### src/rtl/btisa_decode_stage.sv
// btisa_decode_stage
//   Registered, handshaked decode stage between fetch and execute of the
//   balanced-ternary BTISA pipeline. Each accepted instruction word is split
//   into opcode/rd/rs1/rs2_imm and decoded into the execute control bundle,
//   then queued in a 2-entry FIFO skid buffer whose head drives the outputs.
//
//   Trit encoding (2 bits per trit): 2'b00 = 0, 2'b01 = +, 2'b10 = -,
//   2'b11 = invalid. A trit vector [N-1:0] occupies bits [2N-1:0], with
//   trit k in bits [2k+1:2k].
//
//   Optional feature macro: BTISA_MUL_EN. When defined, MUL decodes to
//   alu_op 3'b111; otherwise MUL decodes to alu_op 3'b000 (ADD).
//
// Ports
//   clk, rst           clock, synchronous active-high reset
//   in_valid/in_ready  fetch handshake (in_ready is a register)
//   in_instr           instruction word, opcode/rd/rs1/rs2_imm MSB first
//   flush              discard all buffered entries
//   resume             leave HALTED
//   out_valid/out_ready execute handshake
//   out_opcode, out_rd, out_rs1, out_rs2_imm   decoded fields
//   out_reg_write .. out_illegal, out_alu_op   control bundle
//   halted             FSM is in HALTED
//   issue_cnt          count of delivered entries, wraps at 2^CNT_W
module btisa_decode_stage #(
  parameter int REG_TRITS = 2,
  parameter int IMM_TRITS = 2,
  parameter int CNT_W     = 16,
  localparam int ILEN     = 3 + 2*REG_TRITS + IMM_TRITS
) (
  input  logic                   clk,
  input  logic                   rst,
  input  logic                   in_valid,
  output logic                   in_ready,
  input  logic [2*ILEN-1:0]      in_instr,
  input  logic                   flush,
  input  logic                   resume,
  output logic                   out_valid,
  input  logic                   out_ready,
  output logic [5:0]             out_opcode,
  output logic [2*REG_TRITS-1:0] out_rd,
  output logic [2*REG_TRITS-1:0] out_rs1,
  output logic [2*IMM_TRITS-1:0] out_rs2_imm,
  output logic                   out_reg_write,
  output logic                   out_mem_read,
  output logic                   out_mem_write,
  output logic                   out_branch,
  output logic                   out_jump,
  output logic                   out_alu_src,
  output logic                   out_halt,
  output logic                   out_illegal,
  output logic [2:0]             out_alu_op,
  output logic                   halted,
  output logic [CNT_W-1:0]       issue_cnt
);

  localparam logic [1:0] TZ = 2'b00;
  localparam logic [1:0] TP = 2'b01;
  localparam logic [1:0] TN = 2'b10;
  localparam logic [1:0] TX = 2'b11;

`ifdef BTISA_MUL_EN
  localparam logic [2:0] MUL_ALU_OP = 3'b111;
`else
  localparam logic [2:0] MUL_ALU_OP = 3'b000;
`endif

  typedef enum logic {RUN, HALTED} state_t;

  typedef struct packed {
    logic [5:0]             opcode;
    logic [2*REG_TRITS-1:0] rd;
    logic [2*REG_TRITS-1:0] rs1;
    logic [2*IMM_TRITS-1:0] imm;
    logic                   reg_write;
    logic                   mem_read;
    logic                   mem_write;
    logic                   branch;
    logic                   jump;
    logic                   alu_src;
    logic                   halt;
    logic                   illegal;
    logic [2:0]             alu_op;
  } entry_t;

  entry_t     dec;
  entry_t     slot0;
  entry_t     slot1;
  logic [1:0] occ;
  logic [1:0] occ_next;
  state_t     state;
  state_t     state_next;
  logic       accept;
  logic       deliver;

  // Field split and control decode of the word currently presented by fetch.
  always_comb begin
    dec        = '0;
    dec.opcode = in_instr[2*ILEN-1 -: 6];
    dec.rd     = in_instr[2*ILEN-7 -: 2*REG_TRITS];
    dec.rs1    = in_instr[2*ILEN-7-2*REG_TRITS -: 2*REG_TRITS];
    dec.imm    = in_instr[2*IMM_TRITS-1:0];
    if ((dec.opcode[5:4] == TX) || (dec.opcode[3:2] == TX) || (dec.opcode[1:0] == TX)) begin
      dec.illegal = 1'b1;
    end else begin
      case (dec.opcode)
        // arithmetic
        {TZ, TZ, TZ}: begin dec.reg_write = 1'b1; dec.alu_src = 1'b1; dec.alu_op = 3'b000; end
        {TZ, TZ, TP}: begin dec.reg_write = 1'b1; dec.alu_src = 1'b1; dec.alu_op = 3'b001; end
        {TZ, TZ, TN}: begin dec.reg_write = 1'b1; dec.alu_src = 1'b1; dec.alu_op = 3'b010; end
        {TZ, TP, TZ}: begin dec.reg_write = 1'b1; dec.alu_src = 1'b1; dec.alu_op = MUL_ALU_OP; end
        {TZ, TP, TP}: begin dec.reg_write = 1'b1; dec.alu_src = 1'b1; dec.alu_op = 3'b101; end
        {TZ, TP, TN}: begin dec.reg_write = 1'b1; dec.alu_src = 1'b1; dec.alu_op = 3'b110; end
        // branch
        {TZ, TN, TZ},
        {TZ, TN, TP},
        {TZ, TN, TN}: begin dec.branch = 1'b1; dec.alu_op = 3'b001; end
        // logic
        {TP, TZ, TZ}: begin dec.reg_write = 1'b1; dec.alu_op = 3'b011; end
        {TP, TZ, TP}: begin dec.reg_write = 1'b1; dec.alu_op = 3'b100; end
        {TP, TZ, TN}: begin dec.reg_write = 1'b1; dec.alu_op = 3'b000; end
        {TP, TP, TZ},
        {TP, TP, TP},
        {TP, TP, TN}: begin dec.reg_write = 1'b1; dec.alu_op = 3'b010; end
        // jump
        {TP, TN, TZ},
        {TP, TN, TP}: begin dec.jump = 1'b1; dec.alu_src = 1'b1; dec.reg_write = 1'b1; end
        {TP, TN, TN}: begin dec.jump = 1'b1; dec.alu_src = 1'b1; end
        // memory
        {TN, TZ, TZ},
        {TN, TZ, TN}: begin dec.reg_write = 1'b1; dec.mem_read = 1'b1; dec.alu_src = 1'b1; end
        {TN, TZ, TP},
        {TN, TP, TZ}: begin dec.mem_write = 1'b1; dec.alu_src = 1'b1; end
        {TN, TP, TP}: begin dec.reg_write = 1'b1; dec.alu_src = 1'b1; end
        {TN, TP, TN}: dec.illegal = 1'b1;
        // system
        {TN, TN, TP}: dec.halt = 1'b1;
        default: ;  // NOP, ECALL
      endcase
    end
  end

  assign out_valid = (occ != 2'd0);
  assign accept    = in_valid && in_ready;
  assign deliver   = out_valid && out_ready;
  assign halted    = (state == HALTED);

  // Next occupancy/state are computed ahead so in_ready can be registered
  // and still reflect this cycle's accept/deliver/halt.
  always_comb begin
    occ_next   = occ;
    state_next = state;
    if (flush) begin
      occ_next = 2'd0;
    end else begin
      case ({accept, deliver})
        2'b10:   occ_next = occ + 2'd1;
        2'b01:   occ_next = occ - 2'd1;
        default: ;
      endcase
      if ((state == RUN) && accept && dec.halt) state_next = HALTED;
    end
    if ((state == HALTED) && resume) state_next = RUN;
  end

  always_ff @(posedge clk) begin
    if (rst) begin
      occ       <= 2'd0;
      state     <= RUN;
      in_ready  <= 1'b1;
      slot0     <= '0;
      slot1     <= '0;
      issue_cnt <= '0;
    end else begin
      occ      <= occ_next;
      state    <= state_next;
      in_ready <= (occ_next != 2'd2) && (state_next == RUN);
      if (deliver && !flush) issue_cnt <= issue_cnt + 1'b1;
      if (!flush) begin
        // slot0 is always the head; slot1 only holds a second entry.
        case ({accept, deliver})
          2'b10: begin
            if (occ == 2'd0) slot0 <= dec;
            else             slot1 <= dec;
          end
          2'b01:   slot0 <= slot1;
          2'b11:   slot0 <= dec;  // occupancy is 1 here, head replaced
          default: ;
        endcase
      end
    end
  end

  assign out_opcode    = slot0.opcode;
  assign out_rd        = slot0.rd;
  assign out_rs1       = slot0.rs1;
  assign out_rs2_imm   = slot0.imm;
  assign out_reg_write = slot0.reg_write;
  assign out_mem_read  = slot0.mem_read;
  assign out_mem_write = slot0.mem_write;
  assign out_branch    = slot0.branch;
  assign out_jump      = slot0.jump;
  assign out_alu_src   = slot0.alu_src;
  assign out_halt      = slot0.halt;
  assign out_illegal   = slot0.illegal;
  assign out_alu_op    = slot0.alu_op;

endmodule

### config.mk
export PLATFORM = sky130hd
export DESIGN_NAME = btisa_decode_stage
export DESIGN_NICKNAME = d
export VERILOG_FILES = /design/src/rtl/btisa_decode_stage.sv
export SDC_FILE = /design/constraint.sdc
export NUM_CORES = 1
export LEC_CHECK = 0
export BUFFER_PORTS_ARGS = -buffer_cell sky130_fd_sc_hd__buf_2
export CAP_MARGIN = 15
export CORE_ASPECT_RATIO = 1.25
export CORE_MARGIN = 4
export CORE_UTILIZATION = 59
export CTS_CLUSTER_SIZE = 16
export DETAILED_ROUTE_END_ITERATION = 12
export PLACE_DENSITY = 0.95
export SLEW_MARGIN = 10
export SYNTH_ARGS = -nofsm -noshare
export SYNTH_HDL_FRONTEND = slang
export SYNTH_SLANG_ARGS = --single-unit
export TNS_END_PERCENT = 5
### constraint.sdc
create_clock -name clk -period 6.3 [get_ports clk]
set_clock_uncertainty 0.15 [all_clocks]
set_input_delay 1.26 -clock clk [delete_from_list [all_inputs] [get_ports clk]]
set_output_delay 1.26 -clock clk [all_outputs]
set_load 0.03 [all_outputs]
---- Yosys cells after proc, flatten, opt, wreduce, memory -nomap -nowiden ----
Index checks and enable logic that the tools add are counted.
storage, ports and cells
  register bits ........................... 78
  logic and storage cells ................. 112
cells by class
  add/sub/neg operators ................... 3
  equality and inequality tests ........... 32
  mux-type cells .......................... 19
  bitwise gates (word level) .............. 4
  reduce and logical (&&, ||, !) cells .... 24
operators by type and width
  kind                                           count
  one-hot mux 29 bit (3 select lines)            1
  == test 6 x 5 -> 1 bit, second input constant  9
  == test 6 bit, second input constant           7
  two-way mux 29 bit                             1
  == test 6 x 3 -> 1 bit, second input constant  3
  == test 6 x 4 -> 1 bit, second input constant  3
  one-hot mux 3 bit (6 select lines)             1
  OR reduction 17 bit                            1
  adder 16 x 1 -> 16 bit, second input constant  1
  OR reduction 14 bit                            1
  two-way mux 1 bit                              12
  == test 2 bit, second input constant           5
  OR reduction 4 bit                             2
  logical AND 1 bit                              7
  two-way mux 7 bit                              1
  == test 6 x 1 -> 1 bit, second input constant  1
  == test 6 x 2 -> 1 bit, second input constant  1
  logical NOT 6 bit                              1
  AND reduction 3 bit                            2
  OR reduction 3 bit                             2
  inequality test 2 bit, second input constant   2
  NOT 1 bit                                      4
  one-hot mux 2 bit (2 select lines)             1
  OR reduction 2 bit                             2
  10 further kinds                               11

---- Logic depth before layout (Yosys ltp) ----
Gate-level depths: netlist of the first run.
  word-level depth ........................ 10
  depth in mapped cells ................... 10
  mapped depth without buffers ............ 8

---- Worst setup path after synthesis of the first run ----
OpenSTA, ideal clock, no wires.
  path type ............................... input to register
  start point ............................. in out_ready
  end point ............................... reg slot0 (netlist bit out_illegal)
  arrival ................................. 2656 ps
  required time ........................... 6090 ps
  slack ................................... 3434 ps
  cell stages on the path ................. 10
  cells stage by stage .................... buf_4 > and2_1 > inv_1 > ha_1 > o21ai_1 > and2_1 > buf_2 > clkbuf_1 > o211ai_1 > nand2_1
on the way
  word-level cells in the longest chain between the ends .. 4
  elaborated cells on any way between the ends .. 8
  those cells by class .................... eq/ne: 4; mux: 1; reduce/logical: 3
ends and longest elaborated chain
  what                                                                          line  source
  from (decl)                                                                   39    input logic out_ready,
  logical AND 1 bit (*)                                                         145   assign deliver = out_valid && out_ready;
  == test 2 bit / == test 2 x 1 -> 1 bit (equally long branches)                181   case ({accept, deliver})
  inequality test 2 bit (no line) / nonzero test 3 bit (equally long branches)  n/a
  AND reduction 3 bit (no line)                                                 n/a
  to (signal assigned)                                                          186   2'b01: slot0 <= slot1;
  to (decl)                                                                     87    entry_t slot0;
Every way passes the cells marked *; elsewhere a longest branch is shown, timed or not.
A chain may end at the register's enable or synchronous reset.

---- Worst setup path after layout of the first run ----
  start point ............................. in flush
  end point ............................... reg slot1[2] in the netlist's numbering
on the way
  word-level cells in the longest chain between the ends .. 2
ends and longest elaborated chain
  what                           line  source
  from (decl)                    36    input logic flush,
  NOT 1 bit (no line)            n/a
  AND reduction 3 bit (no line)  n/a
  to (signal assigned)           172   slot1 <= '0;
  to (signal assigned)           184   else slot1 <= dec;
  to (decl)                      88    entry_t slot1;
No other way between the ends.

==> key figures, run 1 <==
Die
  • Die area: 7428 um2
  • I/O pin total: 72
  • Die Width: 77.89 um
  • Starting Density: about three fifths
  • Die Height: 95.36 um
  • Num rows: 31
  • Core ar.: slightly below 6000 um2

Clock tree
  • PostCTS Resize Cnt: 0
  • Sink Count: 78
  • Clock-pin slew on the worst setup and hold paths: approximately 80 ps
  • Max clock buf depth: 2
  • CTS H-tree depth: 3
  • Num CTS Buffers: 9
  • Number of setup buffers added after CTS: 0
  • CTS tree: done
  • Hold_buf cts: 0
  • Clock tree root driver cell: clkbuf_8
  • Clk Latency, worst-skew pair: between 300 and 400 ps

Timing
  • Fin. Hold Viols: 0
  • Tmin final: 3260 ps
  • Setup violators final: 0
  • Least-Margin Pin Slew: 1142 ps
  • FMAX: 306.7 MHz
  • Max-slew violation count: 0
  • RSZ-0062 raised after global routing: no
  • Hold slack: 306.9 ps
  • Max-slew headroom: 23.79%
  • Final worst path period share: 51.75%
  • Final worst-path setup slack: a little over 3000 ps
  • Setup TNS: 0 ps

Yosys
  • Register bit count reported by yosys: 78
  • Synth warn: 0
  • Ys flop type: dfxtp_1
  • Mapped Cells: 429
  • Yosys top cell by area: dfxtp_1
  • Mapped Nets: 457
  • Yosys top cell area share: a little over two fifths
  • EDFF count, synth: 0
  • Seq/Total Area, Yosys: a little over two fifths
  • FFs w/ async S/R, synth: 0%
  • Synth Area per Inst: between 8 and 9 um2
  • Post-Syn Area: 3602 um2
  • Area contributors post-synth: dfxtp_1, nand2_1, a21oi_1
  • Synth cell types: 46

Status
  • Outcome: completed

Pwr
  • Worst VDD drop: 0.1616 mV
  • PD cells: 251.6 nW/um2
  • Cell leakage power: 1.541 nW
  • Pwr Total: 1.032 mW

Global route
  • Pin count of the biggest net entering global routing: 84
  • Initial antenna violation count: 0
  • Remaining Overflow, GRT: 0
  • First-pass GRT wire length: 13230 um
  • GR Util All Layers: 22.04%
  • Vias in the first global route: 3116

Worst setup path
  • Critical Path Sink Type: flip-flop
  • Worst reg2reg path depth: 7
  • Required time worst endpoint: 6420 ps
  • CP Max Fanout: 30
  • Data arrival, critical path: 3380 ps
  • Worst setup SP type: primary input
  • Crit Path Class: in2reg

Cells and area
  • Multi-input gate area: around 1900 um2
  • Most frequent cells in the layout: dfxtp_1, buf_2, nand2_1
  • Post-layout util: 70.07%
  • Final instance area: around 4100 um2
  • Fillers: 460
  • Area grow syn2layout: 13.93%
  • Share of post-route cells with drive strength above 1: 20.29%
  • # nets final: 506
  • Post-route insts no fill: around 570
  • FF+latch area: about 1600 um2
  • Commonest non-fill, non-tap cell in the layout: dfxtp_1
  • # diodes: 0

Route
  • Final WL: 7977 um
  • Vias/cell: 5.720
  • ANT nets after route: 0
  • DRC viols: 0
  • Vias: 3232
  • DR pass1 iterations: 4
  • Drt first-iter violations: between 200 and 250
  • Routed wire length per instance: 14.12 um

Worst hold path
  • Min-Delay Path Class: reg2reg
  • Hold depth: 2

Flow run
  • Max-cap violations: 0

Placed design
  • Final HPWL DP: 5281 um
  • Placed Cells: about 550
  • # port buffers: 71
  • Cell Area, Placed: between 3000 and 4000 um2
  • Final GP Congestion: 0.8192
  • Dpl ws: 2742 ps
[area by class of cell]
type / count / share of cell area, %
Clock buffer: 10 / 3.110
Timing Repair Buffer: 72 / 8.841
Sequential cell: 78 / 38.05
Tap cell: 82 / 2.500
Inverter: 6 / 0.5488
Clock inverter: 6 / 1.494
Multi-Input combinational cell: 311 / 45.46
[report_power, final]
group | leakage (nW) | switching [mW] | internal (mW) | total, mW
sequential | 0.634 | 0.00988 | 0.512 | 0.522
combinational | 0.810 | 0.100 | 0.0466 | 0.147
clock | 0.0964 | 0.181 | 0.182 | 0.364
total | 1.54 | 0.291 | 0.741 | 1.03
[critical path, cell delays in order]
cell	delay, ps
buf_2	140
o21ba_1	480
nand2_1	710
or4_1	660
a21oi_1	130
[path summary, 6_finish.rpt]
check / slack [ps] / from / end
worst min register to register: 310 / slot1[23] / slot1[23]
worst min-delay path: 310 / slot1[23] / slot1[23]
worst max register to register: 3610 / occ[1] / slot1[2]
worst max-delay path: 3040 / flush / slot1[2]
[flip-flops by register name, indices dropped and copies added, names as in the netlist, 2 cells and up]
signal and count:
issue_cnt 16, occ 2, out_alu_op 3, out_opcode 6, out_rd 4, out_rs1 4, out_rs2_imm 4, slot1 29
[per-layer routing]
metal / vias up / track usage [%] / part of all wire (%)
met4: 0 / 9.184 / 1.3
met5: - / 0 / 0
li1: 1611 / - / -
met2: 102 / 40.50 / 52
met1: 1510 / 23.04 / 40
met3: 9 / 7.278 / 7.1
[Yosys cell counts (2+ instances only)]
| library cell | number |
|---|---|
| a21oi_1 | 44 |
| or2_2 | 2 |
| nor4_1 | 2 |
| nand4_1 | 8 |
| nand3b_1 | 3 |
| nor2_1 | 45 |
| or4_1 | 7 |
| dfxtp_1 | 78 |
| nand3_4 | 2 |
| mux2i_1 | 20 |
| nand2_1 | 62 |
| a211oi_1 | 27 |
| o31ai_1 | 5 |
| nor4b_1 | 2 |
| a31oi_1 | 2 |
| nand4b_1 | 3 |
| buf_1 | 2 |
| nor2b_1 | 2 |
| xor2_1 | 9 |
| and3_1 | 3 |
| nor3_1 | 8 |
| ha_1 | 4 |
| inv_1 | 6 |
| o211ai_1 | 3 |
| buf_4 | 3 |
| nand3_1 | 6 |
| o21ai_0 | 10 |
| xnor2_1 | 3 |
| a32o_1 | 2 |
| or3_1 | 5 |
| clkbuf_1 | 13 |
| nand2b_1 | 5 |
| and2_1 | 5 |
| buf_2 | 16 |
[cells by family after synthesis]
| family | Yosys count | synth area share, % |
|---|---|---|
| AND/OR/NAND/NOR | 176 | 24.66 |
| flip-flops | 78 | 43.35 |
| AO/OA/AOI/OAI | 99 | 17.09 |
| adder cells (fa/ha/maj) | 4 | 1.389 |
| buffers and inverters | 40 | 5.037 |
| multiplexers | 20 | 5.557 |
| XOR/XNOR | 12 | 2.918 |
(Power assumes the default switching activity.)
==> run 2: changes to the inputs <==
- CORE_UTILIZATION: 59 -> 49
- PLACE_DENSITY: 0.95 -> 0.85
- clock period: 6.3 -> 2.75 ns (I/O delays scaled with it)
==> run 2 against run 1 <==
Net effect:
- global-route usage down 2.2 points
- non-clock buffer count up 8
- largest power group unchanged
- wire length up 6.8%
- power up 140%
- critical endpoint is now out_opcode[0]
- cell count up 2.7%
- critical path depth up 1
==> key figures, run 2 (synthesis gave the netlist of run 1 again) <==
Cells and area
  • # diodes: 0 (unchanged)
  • FF+latch area: 1562 um2 (unchanged)
  • Max reg flops: 29 (unchanged)
  • Share of post-route cells with drive strength above 1: 21.63% (was 20.29%)
  • Most frequent cells in the layout: dfxtp_1, buf_2, nand2_1 (unchanged)
  • Reg with most FFs: slot1 (unchanged)
  • Area grow syn2layout: 16.81% (was 13.93%)
  • Fillers: 670 (was 460)
  • # nets final: 514 (was 506)
  • Multi-input gate area: 1866 um2 (unchanged)
  • Commonest non-fill, non-tap cell in the layout: dfxtp_1 (unchanged)

Worst setup path
  • Required time worst endpoint: 2830 ps (was 6420 ps)
  • Crit Path Class: reg2reg (was in2reg)
  • CP Max Fanout: 23 (was 30)
  • Crit path capture: out_opcode[0] (was slot1[2])
  • Critical Path Sink Type: flip-flop (unchanged)
  • Reg2reg end: out_opcode[0] (was slot1[2])
  • Worst reg2reg path depth: 6 (was 7)
  • Worst setup SP type: flip-flop (was primary input)
  • R2R Setup Slk: 440 ps (was 3610 ps)
  • Data arrival, critical path: 2390 ps (was 3380 ps)
  • Beginning of the critical path: occ[0] (was flush)
  • Worst reg2reg startpoint: occ[0] (was occ[1])

Global route
  • Remaining Overflow, GRT: 0 (unchanged)
  • Initial antenna violation count: 0 (unchanged)
  • First-pass GRT wire length: 14520 um (was 13230 um)
  • GRT met2 Usage: 34.43% (was 40.50%)
  • Met1 GRT Util: 24.06% (was 23.04%)
  • Vias in the first global route: 3043 (was 3116)
  • Pin count of the biggest net entering global routing: 40 (was 84)
  • GR peak layer: met2 (unchanged)
  • GR Util All Layers: 19.79% (was 22.04%)
  • GR Util met3: 4.279% (was 7.278%)

Die
  • Die Width: 84.69 um (was 77.89 um)
  • Starting Density: 51.01% (was 61.50%)
  • Die area: 8796 um2 (was 7428 um2)
  • Die Height: 103.9 um (was 95.36 um)
  • Num rows: 34 (was 31)
  • I/O pin total: 72 (unchanged)
  • Core ar.: 7062 um2 (was 5857 um2)

Clock tree
  • Max clock buf depth: 2 (unchanged)
  • Sink Count: 78 (unchanged)
  • Number of setup buffers added after CTS: 0 (unchanged)
  • Clk Latency, worst-skew pair: 340 ps (was 350 ps)
  • Hold_buf cts: 0 (unchanged)
  • Num CTS Buffers: 9 (unchanged)
  • PostCTS Resize Cnt: 0 (unchanged)
  • CTS H-tree depth: 3 (unchanged)
  • Clock tree root driver cell: clkbuf_8 (unchanged)
  • Clock-pin slew on the worst setup and hold paths: 80 ps (about the same)
  • CTS tree: done (unchanged)

Timing
  • Setup TNS: 0 ps (unchanged)
  • Fin. Hold Viols: 0 (unchanged)
  • RSZ-0062 raised after global routing: no (unchanged)
  • Final worst path period share: 83.82%
  • Tmin final: 2305 ps
  • Setup violators final: 0 (unchanged)
  • Final worst-path setup slack: 444.9 ps (was 3040 ps)
  • Least-Margin Pin Slew: 703.3 ps (was 1142 ps)
  • FMAX: around 430 MHz
  • Max-slew headroom: 53.12% (was 23.79%)
  • Max-slew violation count: 0 (unchanged)

Pwr
  • Cell leakage power: 1.592 nW (was 1.541 nW)
  • Sw Share: 27.04% (was 28.23%)
  • PD cells: 584.8 nW/um2 (was 251.6 nW/um2)
  • NetSw: 665.5 uW (was 291.4 uW)
  • Power share of the clock group: 37.0% (was 35.2%)
  • Sequential Power Share: 48.6% (was 50.5%)
  • Int Pwr: 1.795 mW (was 741.0 uW)
  • Combinational Power Share: 14.4% (was 14.2%)
  • Worst VDD drop: 0.3278 mV (was 0.1616 mV)

Route
  • Routed wire length per instance: 14.69 um (was 14.12 um)
  • Drt first-iter violations: 299 (was 242)
  • Vias: 3222 (was 3232)
  • ANT nets after route: 0 (unchanged)
  • DR pass1 iterations: 5 (was 4)
  • DRC viols: 0 (unchanged)
  • Vias/cell: 5.555 (was 5.720)
  • Final WL: 8518 um (was 7977 um)

Placed design
  • # port buffers: 71 (unchanged)
  • Final GP Congestion: 0.8912 (was 0.8192)
  • Final HPWL DP: 5901 um (was 5281 um)
  • Dpl ws: 208.3 ps (was 2742 ps)

Worst hold path
  • Min-Delay Path Class: in2reg (was reg2reg)

Flow run
  • Max-cap violations: 0 (unchanged)

Status
  • Outcome: completed (unchanged)
[run 2: cell count changes in the layout (fill, tap and decap cells not counted), sizes merged]
cell / previous run / this run
clkinv: 3 / 2
clkbuf: 10 / 9
buf: 72 / 80
bufinv: 1 / 2
[run 2: how the worst min path moves through the flow]
| stage | from | slack, ps | cells past startpoint | to |
|---|---|---|---|---|
| floorplan | slot1[6] | 280 | 2 | slot1[6] |
| global placement | slot1[6] | 290 | 2 | slot1[6] |
| detailed placement | slot1[2] | 300 | 2 | slot1[2] |
| CTS | in_instr[2] | 300 | 3 | slot1[13] |
| global route | in_instr[2] | 300 | 3 | slot1[13] |
| finish | in_instr[2] | 310 | 3 | slot1[13] |
[run 2: cell type report]
cell class	count	share of cell area [%]
multi-input cells	311	44.34
flip-flops and latches	78	37.11
repair buffers	80	10.35
clock buffers	9	2.944
well taps	90	2.676
clock inverters	6	2.052
inverters	6	0.5352
[run 2: through the flow]
| stage | hold slack, ps | instance area (um2) | power (mW) | std cells | utilization, % |
|---|---|---|---|---|---|
| floorplan | 282.4 | 3602 | 1.472 | 429 | - |
| finish | 307.6 | 4208 | 2.461 | 580 | 59.59 |
| CTS | 296.8 | 4208 | 2.479 | 580 | 59.59 |
| global route | 301.0 | 4208 | 2.566 | 580 | 59.59 |
| global placement | 290.0 | 3998 | 1.564 | 565 | 56.61 |
| detailed placement | 296.5 | 3998 | 1.575 | 565 | 56.61 |
[run 2: critical path: stages (launching register included)]
cell,delay (ps)
dfxtp_1,420
or2_2,150
and2_1,140
ha_2,560
buf_4,360
mux2i_1,120
a211oi_1,300
[run 2: power groups by stage]
stage               sequential [mW]  clock, mW  combinational, mW
floorplan                      1.29          0              0.182
global placement               1.22          0              0.343
detailed placement             1.22          0              0.352
CTS                            1.20      0.927              0.356
global route                   1.20      0.975              0.389
finish                         1.20      0.911              0.354
[run 2: per-layer routing]
| layer | vias to the layer above | part of all wire [%] |
|---|---|---|
| met5 | - | 0 |
| met4 | 0 | 1.2 |
| met3 | 9 | 6.4 |
| met2 | 95 | 51 |
| met1 | 1494 | 41 |
| li1 | 1624 | - |
